## config.mk

```make
export PLATFORM = sky130hd
export DESIGN_NAME = fetch_ctrl
export DESIGN_NICKNAME = d
export VERILOG_FILES = /design/src/rtl/fetch_ctrl.sv
export SDC_FILE = /design/constraint.sdc
export NUM_CORES = 1
export LEC_CHECK = 0
export CORE_ASPECT_RATIO = 0.5
export CORE_MARGIN = 4
export CORE_UTILIZATION = 40
export CTS_CLUSTER_SIZE = 20
export DETAILED_ROUTE_END_ITERATION = 8
export PLACE_DENSITY = 0.87
export SYNTH_ARGS = -nofsm -noshare
export SYNTH_HDL_FRONTEND = slang
export SYNTH_SLANG_ARGS = --single-unit
```

## constraint.sdc

```tcl
create_clock -name clk -period 2.1 [get_ports clk]
set_clock_uncertainty 0.2 [all_clocks]
set_input_delay 0.42 -clock clk [delete_from_list [all_inputs] [get_ports clk]]
set_output_delay 0.42 -clock clk [all_outputs]
set_load 0.02 [all_outputs]
```

## src/rtl/fetch_ctrl.sv

```systemverilog
// Step-1 fetch stage and PC owner: registers imem data into step 1, freezes fetch while a
// beq/j is in flight, injects NOP bubbles and redirects the PC when the branch resolves.
module fetch_ctrl #(
   parameter int unsigned          PC_WIDTH  = 32,
   parameter logic [PC_WIDTH-1:0]  RESET_PC  = '0,
   parameter logic [31:0]          NOP_INSTR = 32'h0000_0000,
   parameter int unsigned          CNT_WIDTH = 16
) (
   input  logic                 clk,
   input  logic                 rst,
   input  logic                 is_branch,
   input  logic                 is_branch_step_4,
   input  logic                 branch_taken,
   input  logic [PC_WIDTH-1:0]  branch_target,
   input  logic                 ext_stall,
   input  logic [31:0]          imem_data,
   output logic [PC_WIDTH-1:0]  imem_addr,
   output logic [31:0]          instr_step_1,
   output logic [PC_WIDTH-1:0]  pc_step_1,
   output logic                 valid_step_1,
   output logic                 redirect,
   output logic [CNT_WIDTH-1:0] bubble_cnt
);

   typedef enum logic [0:0] {StRun, StHold} state_e;

   state_e              state_q;
   logic [PC_WIDTH-1:0] pc_q;

   assign imem_addr = pc_q;

   always_ff @(posedge clk or negedge rst) begin
      if (!rst) begin
         state_q      <= StRun;
         pc_q         <= RESET_PC;
         instr_step_1 <= NOP_INSTR;
         pc_step_1    <= '0;
         valid_step_1 <= 1'b0;
         redirect     <= 1'b0;
         bubble_cnt   <= '0;
      end else begin
         redirect <= 1'b0;
         if (!ext_stall) begin
            if (is_branch_step_4) begin
               // Resolve: pc already points at branch+4, so not-taken simply keeps it.
               if (branch_taken) begin
                  pc_q <= {branch_target[PC_WIDTH-1:2], 2'b00};
               end
               redirect     <= 1'b1;
               instr_step_1 <= NOP_INSTR;
               valid_step_1 <= 1'b0;
               state_q      <= StRun;
               if (bubble_cnt != '1) begin
                  bubble_cnt <= bubble_cnt + CNT_WIDTH'(1);
               end
            end else if (state_q == StHold || is_branch) begin
               instr_step_1 <= NOP_INSTR;
               valid_step_1 <= 1'b0;
               state_q      <= StHold;
               if (bubble_cnt != '1) begin
                  bubble_cnt <= bubble_cnt + CNT_WIDTH'(1);
               end
            end else begin
               instr_step_1 <= imem_data;
               pc_step_1    <= pc_q;
               valid_step_1 <= 1'b1;
               pc_q         <= pc_q + PC_WIDTH'(4);
            end
         end
      end
   end

endmodule

```

==> summary.md, run 1 <==
| Metric | Value |
|---|---|
| Port bufs | `approximately 180` |
| Avg WL per Cell | `slightly below 20 um` |
| Top-area cell type share of the netlist area | `a little under three fifths` |
| CTS Sinks | `around 110` |
| Worst-Skew Late Latency | `approximately 360 ps` |
| Max Slew Vio Count | `0` |
| Initial core utilization | `between 40% and 50%` |
| Synth area leader | `dfrtp_1` |
| Largest family of logic cells by synthesized area | `simple AND/OR/NAND/NOR gates` |
| Layout cells sized above 1 | `15.14%` |
| Min cycle time layout | `~2100 ps` |
| Post-Place Cells | `a little under 900` |
| Post-synthesis sequential area ratio | `55.38%` |
| Flops & latches, synth | `between 100 and 150` |
| Syn Area/Cell | `9.992 um^2` |
| Cell chosen for the clock root | `clkbuf_16` |
| Post-route non-filler standard cell count | `around 900` |
| Ys flop type | `dfrtp_1` |
| WP depth | `5` |
| Yosys warnings | `0` |
| DRT Wirelength | `17.77 mm` |
| Adder-cell share of the synthesized area | `less than 1%` |
| CTS buffer count | `9` |
| Antenna-violating nets left | `0` |
| H-tree Lvls | `3` |
| Synthesized cell area | `~5000 um^2` |
| Core area | `between 10000 and 15000 um^2` |
| Syn Inst Count | `between 500 and 600` |
| Die Area | `roughly 15000 um^2` |
| First-pass GRT wire length | `26.17 mm` |
| Worst Setup Path Type | `in2reg` |
| Outcome | `finished clean` |
| Synth Area in XOR/XNOR | `roughly 2.1%` |
| Final Hold Viols | `0` |
| RSZ-0062 raised after global routing | `true` |
| Simple-Gate Fraction of Synth Area | `19.03%` |
| Crit. Startpoint | `ext_stall` |
| Crit path max fanout | `5` |
| Router iterations before antenna repair | `5` |
| Final nets | `800` |
| Worst Path Required | `2200 ps` |
| DRC | `0` |
| Fill count | `slightly above 800` |
| R2R depth | `4` |
| Multi-input gate area | `between 2000 and 2500 um^2` |
| Relative slew slack | `between 60 and 70%` |
| Number of global-route vias before repair | `between 4000 and 5000` |
| TritonCTS clock tree | `built` |
| Utilization after layout | `between 60 and 70%` |
| Detail Placement HPWL | `about 12 mm` |
| Final total power | `around 6.6 mW` |
| P&R area growth vs syn | `56.70%` |
| GR Util All Layers | `22.32%` |
| Critical path endpoint category | `flip-flop` |
| Hold depth | `2` |
| Netlist cell types | `48` |
| CP top delay family | `simple AND/OR/NAND/NOR gates` |
| Static Leak | `about 3.8 nW` |
| Vias | `5072` |
| Maxcap violations | `0` |
| Initial antenna violation count | `1` |
| Slowest stage delay, CP | `around 570 ps` |
| DR iter-0 viols | `534` |
| FP Rows | `28` |
| Ys async rst share | `100.0%` |
| Tcrit/Tclk final | `99.15%` |
| Final setup fails | `0` |
| Crit start category | `input port` |
| Die height | `87.19 um` |
| Post-synthesis mux area share | `3.243%` |
| Hold_sp | `pc_step_1[3]$_DFFE_PN0P_` |
| Grt ovf | `0` |
| I/O pins | `184` |
| Sequential cell area | `around 2800 um^2` |
| Max clock buf depth | `2` |
| Pwr dens | `approximately 840 nW/um^2` |
| Critical Path AT | `roughly 2200 ps` |
| Hold Path Class | `reg2reg` |
| Largest net degree at the start of global routing | `43` |
| Maximum VDD drop | `0.6980 mV` |
| Clock Pin Slew Worst Setup and Hold Paths | `around 80 ps` |
| Worst Path Buf+Inv | `1` |
| FMAX | `0.4803 GHz` |
| Worst path slowest cell | `or4_1` |
| Worst R2R Start | `state_q$_DFFE_PN0P_` |
| Synth Area in Compound Gates | `between 10% and 20%` |
| Die width | `between 150 and 200 um` |
| Vias per std cell | `between 5 and 6` |
| GP Congestion | `0.8874` |
| Cell Chain, Critical Path | `clkdlybuf4s50_1 -> or4_4 -> or4_1 -> a21oi_2 -> a221o_1` |
| Tightest Pin Transition | `511.3 ps` |
| EDFF count, synth | `0` |
| Synth area leaders | `dfrtp_1 55%, nand2_1 7.7%, a22o_1 5.6%` |
-- cell usage after synthesis, drive strengths merged, types with 2 or more instances --
cell and count:
and4 10, a21oi 25, a311oi 2, clkbuf 23, ha 2, buf 15, nand2 103, nor2 29
o21ai 15, inv 4, nor3 12, a22o 32, nor4 3, or4 3, a31o 2, o22ai 13
or3 2, and2 2, a211oi 5, dfrtp 111, xor2 6, nand3 12, or2 2, mux2i 14
xnor2 6, a221o 2, mux2 2, a31oi 3, and3 9, nand4 11, a22oi 10
-- path summary, 6_finish.rpt --
kind,end,slack (ps)
min in group asynchronous,pc_step_1[26]$_DFFE_PN0P_,380
setup reg to reg,imem_addr[15]$_DFFE_PN0P_,20
hold / removal,pc_step_1[3]$_DFFE_PN0P_,280
max in group asynchronous,imem_addr[18]$_DFFE_PN0P_,710
setup / recovery,imem_addr[15]$_DFFE_PN0P_,20
hold reg to reg,pc_step_1[3]$_DFFE_PN0P_,280
-- metrics by stage --
stage | area [um^2] | worst slack [ps] | hold slack [ps] | TNS, ps
after floorplan | 5047 | -29.95 | -75.59 | -96.01
final | 7860 | 17.94 | 279.8 | 0
after detailed placement | 7370 | -500.5 | 224.0 | -33220
after global routing | 7860 | -69.79 | 302.9 | -126.9
after CTS | 7691 | 2.505 | 282.1 | 0
after global placement | 7370 | -437.1 | 214.7 | -26480
-- worst min-delay path, stage by stage, from the launching register on --
cell and delay (ps):
dfrtp_1 340, nand2_1 50, nand2_1 60
-- cell type report --
type	count	share of cell area, %
antenna	1	0.03184
clock buffer	9	2.865
clock inverter	7	0.9233
inverter	4	0.1910
multi-input combinational	352	27.24
sequential	111	35.40
tap	165	2.627
timing repair buffer	250	30.72
-- cell usage in the layout, fill, tap and decap left out, types with 11 or more instances in the layout --
| cell type | Yosys | final |
|---|---|---|
| a21oi_1 | 25 | 24 |
| a22o_1 | 32 | 32 |
| buf_4 | 5 | 67 |
| clkdlybuf4s50_1 | 0 | 141 |
| dfrtp_1 | 111 | 107 |
| dlygate4sd2_1 | 0 | 17 |
| dlymetal6s2s_1 | 0 | 18 |
| mux2i_1 | 14 | 14 |
| nand2_1 | 103 | 103 |
| nand3_1 | 12 | 11 |
| nand4_1 | 11 | 11 |
| nor2_1 | 29 | 27 |
| o21ai_0 | 15 | 14 |
| o22ai_1 | 13 | 13 |
-- cells by family after synthesis --
family / count (synthesis)
adder cells (fa/ha/maj): 2
buffers and inverters: 42
other: 1
multiplexers: 16
AND/OR/NAND/NOR: 203
AO/OA/AOI/OAI: 115
flip-flops: 111
XOR/XNOR: 12
-- registers in the layout, indices dropped and copies added, names as in the netlist --
name / flops
imem_addr: 30
pc_step_1: 30
valid_step_1: 1
redirect: 1
state_q: 1
bubble_cnt: 16
instr_step_1: 32
-- report_power, final --
group          internal [mW]  switching, mW  leakage (nW)
registers               2.44          0.270          1.42
logic                   1.00           1.13          2.23
clock network          0.847          0.883         0.149
-- metal layers --
layer / global-route usage (%) / up-vias / part of all wire (%)
met5: 0 / - / 0
met1: 27.68 / 2493 / 39
met4: 7.053 / 0 / 3.7
met2: 38.90 / 257 / 51
li1: - / 2254 / -
met3: 5.893 / 68 / 6.9
-- what timing repair did --
action	in CTS	in global routing
endpoints found under the setup margin	40	30
cloned	0	1
pin swaps	3	4
setup buffers	0	6
hold buffers	1	0
resized for setup	24	30
endpoints found under the hold margin	35	0
Note: power is estimated with default switching activity, not from simulation.
==> run 2: changes to the inputs <==
--- a/config.mk
+++ b/config.mk
@@ -5,9 +5,10 @@
 export SDC_FILE = /design/constraint.sdc
 export NUM_CORES = 1
 export LEC_CHECK = 0
+export ABC_AREA = 1
 export CORE_ASPECT_RATIO = 0.5
 export CORE_MARGIN = 4
-export CORE_UTILIZATION = 40
+export CORE_UTILIZATION = 42
 export CTS_CLUSTER_SIZE = 20
 export DETAILED_ROUTE_END_ITERATION = 8
 export PLACE_DENSITY = 0.87
==> run 2 against run 1 <==
  * Die area up 5.6%
  * Synthesized cell count up 41%
  * First-iteration DRC count down 12%
  * Global-route usage down 1.0 points
  * Critical path type is now reg2out
  * Largest cell class unchanged
==> summary.md, run 2 <==
| Metric | Value |
|---|---|
| Outcome | `finished clean` |
| Grt ovf | `0 (unchanged)` |
| Worst-Skew Late Latency | `340 ps (-20 ps)` |
| Worst Path Required | `1480 ps (-720 ps)` |
| Die Area | `15320 um^2 (+5.6%)` |
| Syn Inst Count | `709 (+41%)` |
| Slowest stage delay, CP | `650 ps (+80 ps)` |
| Max Slew Vio Count | `0 (unchanged)` |
| I/O pins | `184 (unchanged)` |
| DR iter-0 viols | `470 (-12%)` |
| Antenna-violating nets left | `0 (unchanged)` |
| Crit start category | `flip-flop` |
| Die height | `89.55 um (+2.7%)` |
| First-pass GRT wire length | `26.14 mm (-0.13%)` |
| Initial antenna violation count | `0 (-1)` |
| Yosys warnings | `0 (unchanged)` |
| GR Util met2 | `37.53% (-1.4 points)` |
| Synth area leaders | `dfrtp_1 50%, nand2_1 15%, nor2_1 6.2%` |
| Clock Pin Slew Worst Setup and Hold Paths | `70 ps (about the same)` |
| FMAX | `0.4856 GHz (+1.1%)` |
| Worst Path Buf+Inv | `1 (unchanged)` |
| P&R area growth vs syn | `41.55%` |
| Cell Chain, Critical Path | `clkdlybuf4s50_1` |
| Top-area cell type share of the netlist area | `49.72% (-5.7 points)` |
| CTS buffer count | `9 (unchanged)` |
| Worst Setup Path Type | `reg2out` |
| Total setup buffers inserted after CTS | `0 (unchanged)` |
| Post-Place Cells | `1045 (+20%)` |
| GR Util All Layers | `21.30% (-1.0 points)` |
| Ys async rst share | `100.0% (unchanged)` |
| N_diodes | `0 (-1)` |
| Post-synthesis sequential area ratio | `49.72% (-5.7 points)` |
| Static Leak | `3.762 nW (-0.94%)` |
| CTS Sinks | `111 (unchanged)` |
| Global routing usage on met3 | `4.329% (-1.6 points)` |
| Final nets | `959 (+20%)` |
| DRC | `0 (unchanged)` |
| Ys flop type | `dfrtp_1` |
| Post-route non-filler standard cell count | `1062 (+18%)` |
| Vias per std cell | `5.092 (-9.7%)` |
| Design area | `7908 um^2 (+0.60%)` |
| Maxcap violations | `0 (unchanged)` |
| Avg WL per Cell | `15.39 um (-22%)` |
| Port bufs | `177 (unchanged)` |
| Max reg flops | `32 (unchanged)` |
| Crit path max fanout | `5 (unchanged)` |
| Hold Path Class | `reg2reg` |
| Netlist cell types | `30 (-38%)` |
| Critical path endpoint category | `output port` |
| DRT Wirelength | `16.35 mm (-8.0%)` |
| Most frequent cells after synthesis | `226 x nand2_1, 111 x dfrtp_1, 93 x nor2_1, 54 x o21ai_0, 49 x inv_1` |
| Router iterations before antenna repair | `5 (unchanged)` |
| Pwr dens | `890.4 nW/um^2 (+6.3%)` |
| Die width | `171.1 um (+2.8%)` |
| Worst path slowest cell | `clkdlybuf4s50_1` |
| Final setup fails | `0 (unchanged)` |
| Initial core utilization | `43.49% (+1.8 points)` |
| H-tree Lvls | `3 (unchanged)` |
| Largest net degree at the start of global routing | `48 (+12%)` |
| Largest Register | `instr_step_1` |
| Final Hold Viols | `0 (unchanged)` |
| Critical Path AT | `1440 ps (-740 ps)` |
| Area after DPL | `7590 um^2 (+3.0%)` |
| Core area | `12840 um^2 (+6.9%)` |
| Vias | `5408 (+6.6%)` |
| Min cycle time layout | `2059 ps (-22.65 ps)` |
| Number of global-route vias before repair | `5246 (+5.6%)` |
| TritonCTS clock tree | `built` |
| CP top delay family | `buffers and inverters` |
| Flops & latches, synth | `111 (unchanged)` |
| Maximum VDD drop | `0.4164 mV (-40%)` |
| Dominant cell by count in the synthesized netlist | `nand2_1` |
| Synth area leader | `dfrtp_1` |
| Synthesized cell area | `5587 um^2 (+11%)` |
| Most frequent cells in the layout | `226 x nand2_1, 158 x clkdlybuf4s50_1, 111 x dfrtp_1, 93 x nor2_1, 54 x o21ai_0` |
| Tcrit/Tclk final | `98.07% (-1.1 points)` |
| Commonest non-fill, non-tap cell in the layout | `nand2_1` |
| Max clock buf depth | `2 (unchanged)` |
| Met1 Track Usage GR | `27.42% (-0.26 points)` |
| Layout cells sized above 1 | `6.054% (-9.1 points)` |
| Detail Placement HPWL | `12.32 mm (+2.4%)` |
| GP Congestion | `0.9025 (+1.7%)` |
| Syn Area/Cell | `7.880 um^2 (-21%)` |
| FP Rows | `29 (+3.6%)` |
| GRT busiest layer | `met2` |
| EDFF count, synth | `0 (unchanged)` |
| RSZ-0062 raised after global routing | `false` |
| Cell chosen for the clock root | `clkbuf_16` |
| Setup tns final | `0 ps (unchanged)` |
## run 2: changes by cell type after synthesis, sizes merged, moves of 14 or more
cell,delta
clkbuf,-16
nand2,+127
mux2i,-14
a21oi,-18
o21ai,+47
inv,+49
nor2,+73
nand3,+34
## run 2: layout make-up
type | instances | area (um^2)
fill | 1053 | 4937
clock buffer | 9 | 225.2
timing repair buffer | 195 | 2003
clock inverter | 7 | 48.80
tap | 170 | 212.7
sequential | 111 | 2778
multi-input combinational | 517 | 2441
inverter | 53 | 198.9
## run 2: metrics by stage
step	util [%]	hold slack, ps	power (mW)	setup slack (ps)
final	61.56	284.2	7.041	40.60
after global routing	61.56	295.4	7.453	2.505
after CTS	61.27	289.8	7.107	4.111
after detailed placement	59.09	194.1	5.495	-123.4
after global placement	59.09	188.5	5.424	-90.25
after floorplan	-	-75.59	4.179	283.5
## run 2: where the power goes
part           leakage (nW)  internal (mW)  switching (mW)
combinational          2.19           1.12            1.35
clock                 0.136          0.808           0.793
sequential             1.43           2.53           0.439
## run 2: kinds of logic (layout without fill, tap and decap cells)
kind of cell | after synthesis | count (layout) | synth area share [%]
AO/OA/AOI/OAI | 105 | 105 | 11.71
adder cells (fa/ha/maj) | 2 | 2 | 0.4479
XOR/XNOR | 13 | 13 | 2.038
buffers and inverters | 84 | 264 | 6.786
other | 1 | 4 | 0.06712
flip-flops | 111 | 111 | 49.72
AND/OR/NAND/NOR | 393 | 393 | 29.23
## run 2: worst paths after layout
kind / startpoint / to / slack, ps / cells past startpoint
worst max-delay path: imem_addr[13]$_DFFE_PN0P_ / imem_addr[13] / 40 / 1
worst min-delay path: pc_step_1[28]$_DFFE_PN0P_ / pc_step_1[28]$_DFFE_PN0P_ / 280 / 2
worst max register to register: imem_addr[3]$_DFFE_PN0P_ / imem_addr[26]$_DFFE_PN0P_ / 170 / 10
worst min register to register: pc_step_1[28]$_DFFE_PN0P_ / pc_step_1[28]$_DFFE_PN0P_ / 280 / 2
max in group asynchronous: rst / bubble_cnt[11]$_DFFE_PN0P_ / 730 / 3
min in group asynchronous: rst / pc_step_1[13]$_DFFE_PN0P_ / 360 / 2
## run 2: per-layer routing
metal,routed length (um),up-vias
li1,-,2641
met2,8092,208
met1,6933,2528
met4,274,0
met5,0,-
met3,1049,31
## run 2: repair_timing
| action | CTS | global route |
|---|---|---|
| endpoints found under the hold margin | 28 | 0 |
| pin swaps | 0 | 0 |
| endpoints found under the setup margin | 3 | 15 |
| gates resized for setup | 3 | 15 |
| hold buffers | 1 | 0 |
